**src/rtl/track_sequencer.sv**
```systemverilog
// Track sequencer: selects one of 16 tracks, walks its notes from an external ROM and times each note.
// Optional AUTO_ADVANCE_EN: at end of a non-looping track, advance to the next track and keep playing.
module track_sequencer #(
  parameter int TICKS_PER_UNIT = 12_500_000,
  parameter int GAP_TICKS      = 1_250_000,
  parameter int NOTE_ADDR_W    = 6
) (
  input  logic                     clk,
  input  logic                     rst,
  input  logic                     btn_play,
  input  logic                     btn_next,
  input  logic                     btn_prev,
  input  logic                     loop_en,
  output logic [NOTE_ADDR_W+3:0]   rom_addr,
  input  logic [11:0]              rom_data,
  output logic [3:0]               current_track,
  output logic                     playing,
  output logic [7:0]               note_out,
  output logic                     note_valid,
  output logic                     track_done
);

  localparam int CW = $clog2(15 * TICKS_PER_UNIT + 1);
  localparam logic [CW-1:0] TPU_C = CW'(TICKS_PER_UNIT);
  localparam logic [CW-1:0] GAP_C = CW'(GAP_TICKS);
  localparam logic [CW-1:0] ONE_C = CW'(1);
  localparam logic [NOTE_ADDR_W-1:0] IDX_ONE = NOTE_ADDR_W'(1);

  typedef enum logic [2:0] {IDLE, FETCH, WAIT, PLAY, GAP, PAUSED} state_t;

  state_t                  state_reg, state_next;
  state_t                  resume_reg, resume_next;
  logic [CW-1:0]           counter_reg, counter_next;
  logic [NOTE_ADDR_W-1:0]  note_idx_reg, note_idx_next;
  logic [3:0]              track_reg, track_next;
  logic [7:0]              note_reg, note_next;
  logic                    track_done_reg, track_done_next;
  logic                    play_d, next_d, prev_d;

  logic play_edge, next_edge, prev_edge, track_change, active, end_of_track;

  assign play_edge    = btn_play & ~play_d;
  assign next_edge    = btn_next & ~next_d;
  assign prev_edge    = btn_prev & ~prev_d;
  assign track_change = next_edge ^ prev_edge;
  assign active       = (state_reg == FETCH) || (state_reg == WAIT) ||
                        (state_reg == PLAY)  || (state_reg == GAP);

  always_ff @(posedge clk or posedge rst) begin
    if (rst) begin
      state_reg      <= IDLE;
      resume_reg     <= IDLE;
      counter_reg    <= '0;
      note_idx_reg   <= '0;
      track_reg      <= '0;
      note_reg       <= '0;
      track_done_reg <= 1'b0;
      play_d         <= 1'b0;
      next_d         <= 1'b0;
      prev_d         <= 1'b0;
    end else begin
      state_reg      <= state_next;
      resume_reg     <= resume_next;
      counter_reg    <= counter_next;
      note_idx_reg   <= note_idx_next;
      track_reg      <= track_next;
      note_reg       <= note_next;
      track_done_reg <= track_done_next;
      play_d         <= btn_play;
      next_d         <= btn_next;
      prev_d         <= btn_prev;
    end
  end

  always_comb begin
    state_next      = state_reg;
    resume_next     = resume_reg;
    counter_next    = counter_reg;
    note_idx_next   = note_idx_reg;
    track_next      = track_reg;
    note_next       = note_reg;
    track_done_next = 1'b0;
    end_of_track    = 1'b0;

    case (state_reg)
      IDLE: begin
        if (play_edge) begin
          state_next    = FETCH;
          note_idx_next = '0;
        end
      end
      FETCH: state_next = WAIT;
      WAIT: begin
        // rom_data reflects the address presented during FETCH
        if (rom_data[11:8] == 4'd0) begin
          end_of_track = 1'b1;
        end else begin
          note_next    = rom_data[7:0];
          counter_next = CW'(rom_data[11:8]) * TPU_C - GAP_C;
          state_next   = PLAY;
        end
      end
      PLAY: begin
        if (counter_reg == ONE_C) begin
          state_next   = GAP;
          counter_next = GAP_C;
        end else begin
          counter_next = counter_reg - ONE_C;
        end
      end
      GAP: begin
        if (counter_reg == ONE_C) begin
          if (note_idx_reg == '1) begin
            end_of_track = 1'b1;
          end else begin
            note_idx_next = note_idx_reg + IDX_ONE;
            state_next    = FETCH;
          end
        end else begin
          counter_next = counter_reg - ONE_C;
        end
      end
      PAUSED: begin
        if (play_edge) state_next = resume_reg;
      end
      default: state_next = IDLE;
    endcase

    if (end_of_track) begin
      track_done_next = 1'b1;
      note_idx_next   = '0;
      if (loop_en) begin
        state_next = FETCH;
      end else begin
`ifdef AUTO_ADVANCE_EN
        track_next = track_reg + 4'd1;
        state_next = FETCH;
`else
        state_next = IDLE;
`endif
      end
    end

    // Pausing lets this cycle's step complete and freezes the step it produced.
    if (play_edge && active && (state_next != IDLE)) begin
      resume_next = state_next;
      state_next  = PAUSED;
    end

    if (track_change) begin
      track_next      = next_edge ? track_reg + 4'd1 : track_reg - 4'd1;
      note_idx_next   = '0;
      track_done_next = 1'b0;
      resume_next     = resume_reg;
      state_next      = active ? FETCH : IDLE;
    end
  end

  assign rom_addr      = {track_reg, note_idx_reg};
  assign current_track = track_reg;
  assign playing       = active;
  assign note_valid    = (state_reg == PLAY) && (note_reg != 8'd0);
  assign note_out      = (state_reg == PLAY) ? note_reg : 8'd0;
  assign track_done    = track_done_reg;

endmodule
```
**config.mk**
```make
export PLATFORM = sky130hd
export DESIGN_NAME = track_sequencer
export DESIGN_NICKNAME = d
export VERILOG_FILES = /design/src/rtl/track_sequencer.sv
export SDC_FILE = /design/constraint.sdc
export NUM_CORES = 1
export LEC_CHECK = 0
export ABC_AREA = 1
export CORE_MARGIN = 1
export CORE_UTILIZATION = 55
export CTS_BUF_LIST = sky130_fd_sc_hd__clkbuf_8
export DETAILED_ROUTE_END_ITERATION = 8
export GPL_TIMING_DRIVEN = 0
export PLACE_DENSITY = 0.76
export SYNTH_ARGS = -nofsm -noshare
export SYNTH_HDL_FRONTEND = slang
export SYNTH_SLANG_ARGS = --single-unit
```
**constraint.sdc**
```tcl
create_clock -name clk -period 3 [get_ports clk]
set_input_delay 0.6 -clock clk [delete_from_list [all_inputs] [get_ports clk]]
set_output_delay 0.6 -clock clk [all_outputs]
set_load 0.05 [all_outputs]
```
-- After elaboration in Yosys (flattened, before gate mapping)
Index checks and enable logic that the tools add are counted.
- register bits after elaboration: 56
- latch bits: 0
- memory bits (writable): 0
- bits in read-only memories: 0
- bits of input ports: 18
- output and inout port bits: 25
- logic and storage cells: 83
- memories kept: 0
- $add $sub $neg: 5
- multipliers: 1
- divide/modulo/power cells: 0
- order comparisons: 0
- equality and inequality tests: 12
- shift-type cells: 0
- mux-type cells: 30
- bitwise logic cells: 9
- reductions and logical operators: 16
- operator list (kind ; number):
    2-to-1 mux 28 bit ; 3
    one-hot mux 28 bit (3 select lines) ; 1
    2-to-1 mux 6 bit ; 5
    == test 28 x 1 -> 1 bit (second input constant) ; 1
    subtractor 28 x 1 -> 28 bit (second input constant) ; 1
    subtractor 28 x 21 -> 28 bit (second input constant) ; 1
    2-to-1 mux 3 bit ; 9
    multiplier 4 x 19 -> 23 bit (second input constant) ; 1
    one-hot mux 3 bit (6 select lines) ; 1
    one-hot mux 6 bit (2 select lines) ; 1
    2-to-1 mux 8 bit ; 1
    inequality test 4 bit (second input constant) ; 2
    nonzero test 8 bit ; 1
    2-to-1 mux 1 bit ; 7
    adder 6 x 1 -> 6 bit (second input constant) ; 1
    == test 3 x 2 -> 1 bit (second input constant) ; 2
    == test 3 bit (second input constant) ; 2
    == test 6 bit (second input constant) ; 1
    nonzero test 3 bit ; 2
    NOT 1 bit ; 5
    adder 4 x 1 -> 4 bit (second input constant) ; 1
    logical NOT 4 bit ; 1
    2-to-1 mux 4 bit ; 1
    inequality test 2 bit (second input constant) ; 2
    13 further kinds ; 20

-- Depth between registers and ports, before layout
- depth after elaboration: 9
- depth in mapped cells: 21
- depth with buffers taken out: 21

-- Least setup slack after synthesis
OpenSTA, ideal clock, no wires.
- path kind: in2reg
- from: input port rom_data[9]
- to: register counter_reg[21]
- library setup time: 0.127 ns
- data arrival time: 3.337 ns
- data required time: 2.873 ns
- slack: -0.464 ns
- stages on the path: 14
- buffers on the path: 0
- path through: fa_1 inv_1 fa_1 fa_1 inv_1 nand3_1 nand2_2 xor2_2 nand3_1 nand2_1 nand2_1 xor2_1 a21oi_1 o21ai_1
- cells in the longest elaborated chain, start to end: 4
- elaborated cells on any way between the ends: 7
- classes of those cells: 1 x add/sub; 1 x mul; 1 x eq/ne; 2 x mux; 2 x reduce/logical
- RTL lines (item ; line ; text):
    start: declaration ; 15 ; input logic [11:0] rom_data,
    multiplier 4 x 19 -> 23 bit ; 99 ; counter_next = CW'(rom_data[11:8]) * TPU_C - GAP_C;
    subtractor 28 x 21 -> 28 bit ; 99 ;
    2-to-1 mux 28 bit ; 95 ; if (rom_data[11:8] == 4'd0) begin
    one-hot mux 28 bit (3 select lines) ; 85 ; case (state_reg)
    end signal: assignment ; 64 ; counter_reg <= counter_next;
    end: declaration ; 33 ; logic [CW-1:0] counter_reg, counter_next;
Parallel ways exist; a longest one is shown, timed or not. The select of a mux whose other input is x is not followed.
A chain may end at the register's enable or synchronous reset.

-- Final worst setup path
- from: input port rom_data[10]
- to: register counter_reg[27]
Same word-level chain as after synthesis.

==> flow_summary.yaml <==
run_status:
  status: "finished with violations"
  violations: "setup timing"
clock_tree:
  cts_htree_levels: 2
  clock-root-buffer: "clkbuf_8"
  clk_path_buf_depth: 2
  clock_latency_ps: 310
  cts_sinks: 56
  cts_buffers: 5
  clk_pin_slew_worst_paths_ps: 110
  cts_tree: "yes"
placed_design:
  post-dp-hpwl_um: 10540
  io_buffers: 42
  placed_area_um2: 5889
  place_congestion: 0.9098
sta:
  skew_ps: 6.605
  fmax_ghz: 0.2968
  min_period_ps: 3369
  setup_ws_ps: -368.9
  slew_violations: 0
  timing.slew.headroom: 0.6631
  finalSetupViolations: 12
  hold_viol_final: 0
  tightest_slew_ps: 503.8
  post-route-period-util: 1.123
  rsz0062_at_grt: "true"
global_routing:
  grt_pass1_vias: 5232
  grt_max_degree: 43
  antenna_found_initial: 0
  grt_first_pass_wirelength_um: 23160
  grt-ovfl-total: 0
  grt_usage: 0.2902
worst_setup_path:
  cp_cell_sequence: "buf_12 -> fa_2 -> inv_2 -> fa_2 -> inv_4 -> ha_4 -> nand2_4 -> inv_1 -> nand2_1 -> nand2_2 -> inv_2 -> nand3_2 -> nand2_2 -> nand2_2 -> nand2_4 -> nor2_4 -> nand3_2 -> nand2_2 -> nand3_2 -> a21oi_2"
  r2r_end: "counter_reg[25]"
  path_common_cell: "nand2_2"
  cp_max_fo: 7
  cpLargestDelayFamily: "adder cells"
  crit_end: "counter_reg[27]"
  max_stage_delay_ps: 580
  cp_slowest_cell: "fa_2"
  worst-path-buf-inv: 5
  worstPathArrival_ps: 3620
  endpoint_kind: "flip-flop"
  critPathKind: "in -> reg"
  r2r_setup_slack_ps: 620
  cp-startpoint: "rom_data[10]"
  timing.rr.start: "counter_reg[1]"
  cp.depth: 20
  r2r_cells: 13
  cp-start-kind: "primary input"
  critPathRequiredTime_ps: 3250
finish:
  syn_to_final_growth_pct: 29.04
  largest_reg_flops: 28
  drive_gt1_frac: 0.2586
  post-route-util: 0.7291
  final_cell_mix: "163 x nand2_1, 91 x inv_1, 64 x nor2_1"
  seq_area_um2: 1401
  n_fill_cell: 755
  final_common_cell: "nand2_1"
  n_antenna_cell: 0
  final_area_um2: 6705
  multi_input_area_um2: 3840
  layout.nets: 897
routing:
  via_count: 5353
  route.detailed.drc: 0
  ant_nets: 0
  drtIter0Drc: 345
  post_drt_wl_per_cell_um: 15.09
  firstDrtPassIters: 5
  wirelength_um: 14340
  viasPerCell: 5.635
pwr:
  leakage_nw: 3.200
  pwr_density_cell_nw_per_um2: 927.4
  ir_worst_vdd_mv: 0.4726
floorplan:
  num_rows: 35
  die-area_um2: 9841
  start_util: 0.5650
  design.core.area_um2: 9196
  dieWidth_um: 99.20
  die_y_um: 99.20
  io_pins: 43
yosys:
  synth_area_leaders: "dfrtp_1 27%, nand2_1 15%, ha_1 7.7%"
  async_flop_share: 1.000
  syn_inst: 764
  synth_top_area_share: 0.2697
  synth_edf_count: 0
  seq_area_frac_synth: 0.2697
  yosys_most_used_dff: "dfrtp_1"
  ys_warn_count: 0
  synth_top_area_cell: "dfrtp_1"
  synth_area_um2: 5196
  synth.net_count: 823
  syn_area_per_cell_um2: 6.801
  yosys_register_bits: 56
  synth_cell_types: 53
job:
  maxCapViolCount: 0
worst_hold_path:
  min_path_type: "reg -> reg"
[power breakdown]
| part | internal (mW) | switching [mW] |
|---|---|---|
| Sequential | 1.06 | 0.280 |
| Clock | 0.250 | 0.268 |
| Combinational | 1.63 | 2.73 |
| Total | 2.94 | 3.28 |
[through the flow]
step / cells / setup TNS (ps) / setup WS [ps] / hold slack, ps / total power [mW]
6_report: 950 / -2372 / -368.9 / 501.5 / 6.218
4_1_cts: 940 / -1978 / -288.7 / 500.9 / 5.868
2_1_floorplan: 764 / -2152 / -258.8 / 436.7 / 4.070
3_5_place_dp: 918 / -20210 / -1429 / 474.9 / 4.989
3_3_place_gp: 917 / -18450 / -1349 / 466.7 / 4.893
5_1_grt: 950 / -4076 / -435.8 / 528.5 / 6.718
[logic make-up (layout without fill, tap and decap cells)]
family          after synthesis  count (layout)  share of synthesized area
compound gates              116             116                     0.1344
mux                           2               2                   0.004334
xor+xnor                     21              21                    0.03684
simple gates                398             398                     0.3359
fa+ha+maj                    41              41                     0.1117
flops                        56              56                     0.2697
buf+inv                     130             205                     0.1071
[area by class of cell]
type | instances | share of cell area
plain buffers | 17 | 0.01959
clock buffers | 5 | 0.01026
clock inverters | 3 | 0.006344
inverters | 113 | 0.06382
multi-input cells | 578 | 0.5727
flip-flops and latches | 56 | 0.2090
well taps | 111 | 0.02071
repair buffers | 67 | 0.09759
[how the worst min path moves through the flow]
| stage | cells past startpoint | slack (ps) | start | end |
|---|---|---|---|---|
| after CTS | 2 | 500 | resume_reg[1] | resume_reg[1] |
| after detailed placement | 2 | 470 | resume_reg[1] | resume_reg[1] |
| after floorplan | 2 | 440 | resume_reg[0] | resume_reg[0] |
| after global routing | 2 | 530 | resume_reg[2] | resume_reg[2] |
| final | 2 | 500 | resume_reg[2] | resume_reg[2] |
| after global placement | 2 | 470 | resume_reg[1] | resume_reg[1] |
[repair_timing]
item,4_1_cts,5_1_grt
resized for setup,109,63
hold endpoints to repair,0,0
pin swaps,44,42
buffers inserted,16,12
hold buffers,0,0
setup endpoints to repair,15,14
gates cloned,0,0
[metal layers]
layer  global-route usage  up-vias  part of all wire
met5                    0        -                 0
met4              0.08258        0             0.019
met1               0.3694     2583              0.43
met3              0.02670       26             0.046
li1                     -     2597                 -
met2               0.5246      147              0.51
[tightest hold or removal path, stage by stage (launching register included)]
cell and delay (ps):
dfrtp_1 370, nand2_1 60, nand2_1 50
[synth_stat cells, types with 2 or more instances]
library cell	number
nand2_1	209
inv_1	103
nor2_1	78
dfrtp_1	56
nand3_1	48
a21oi_1	40
o21ai_0	39
ha_1	32
xor2_1	15
nand4_1	14
nor2_2	12
fa_1	9
inv_2	9
nand2_2	9
nor3_1	7
o21ai_1	7
buf_6	6
a21boi_1	5
buf_4	5
xnor2_1	5
nand3b_1	4
o211ai_1	4
a31oi_1	3
buf_2	3
clkbuf_1	3
nor4_1	3
a211oi_1	2
a22oi_1	2
and2_1	2
mux2_2	2
nand3_2	2
nor2_4	2
nor3_2	2
o21a_1	2
or2_2	2
No activity file was read; power rests on OpenSTA's default activity.
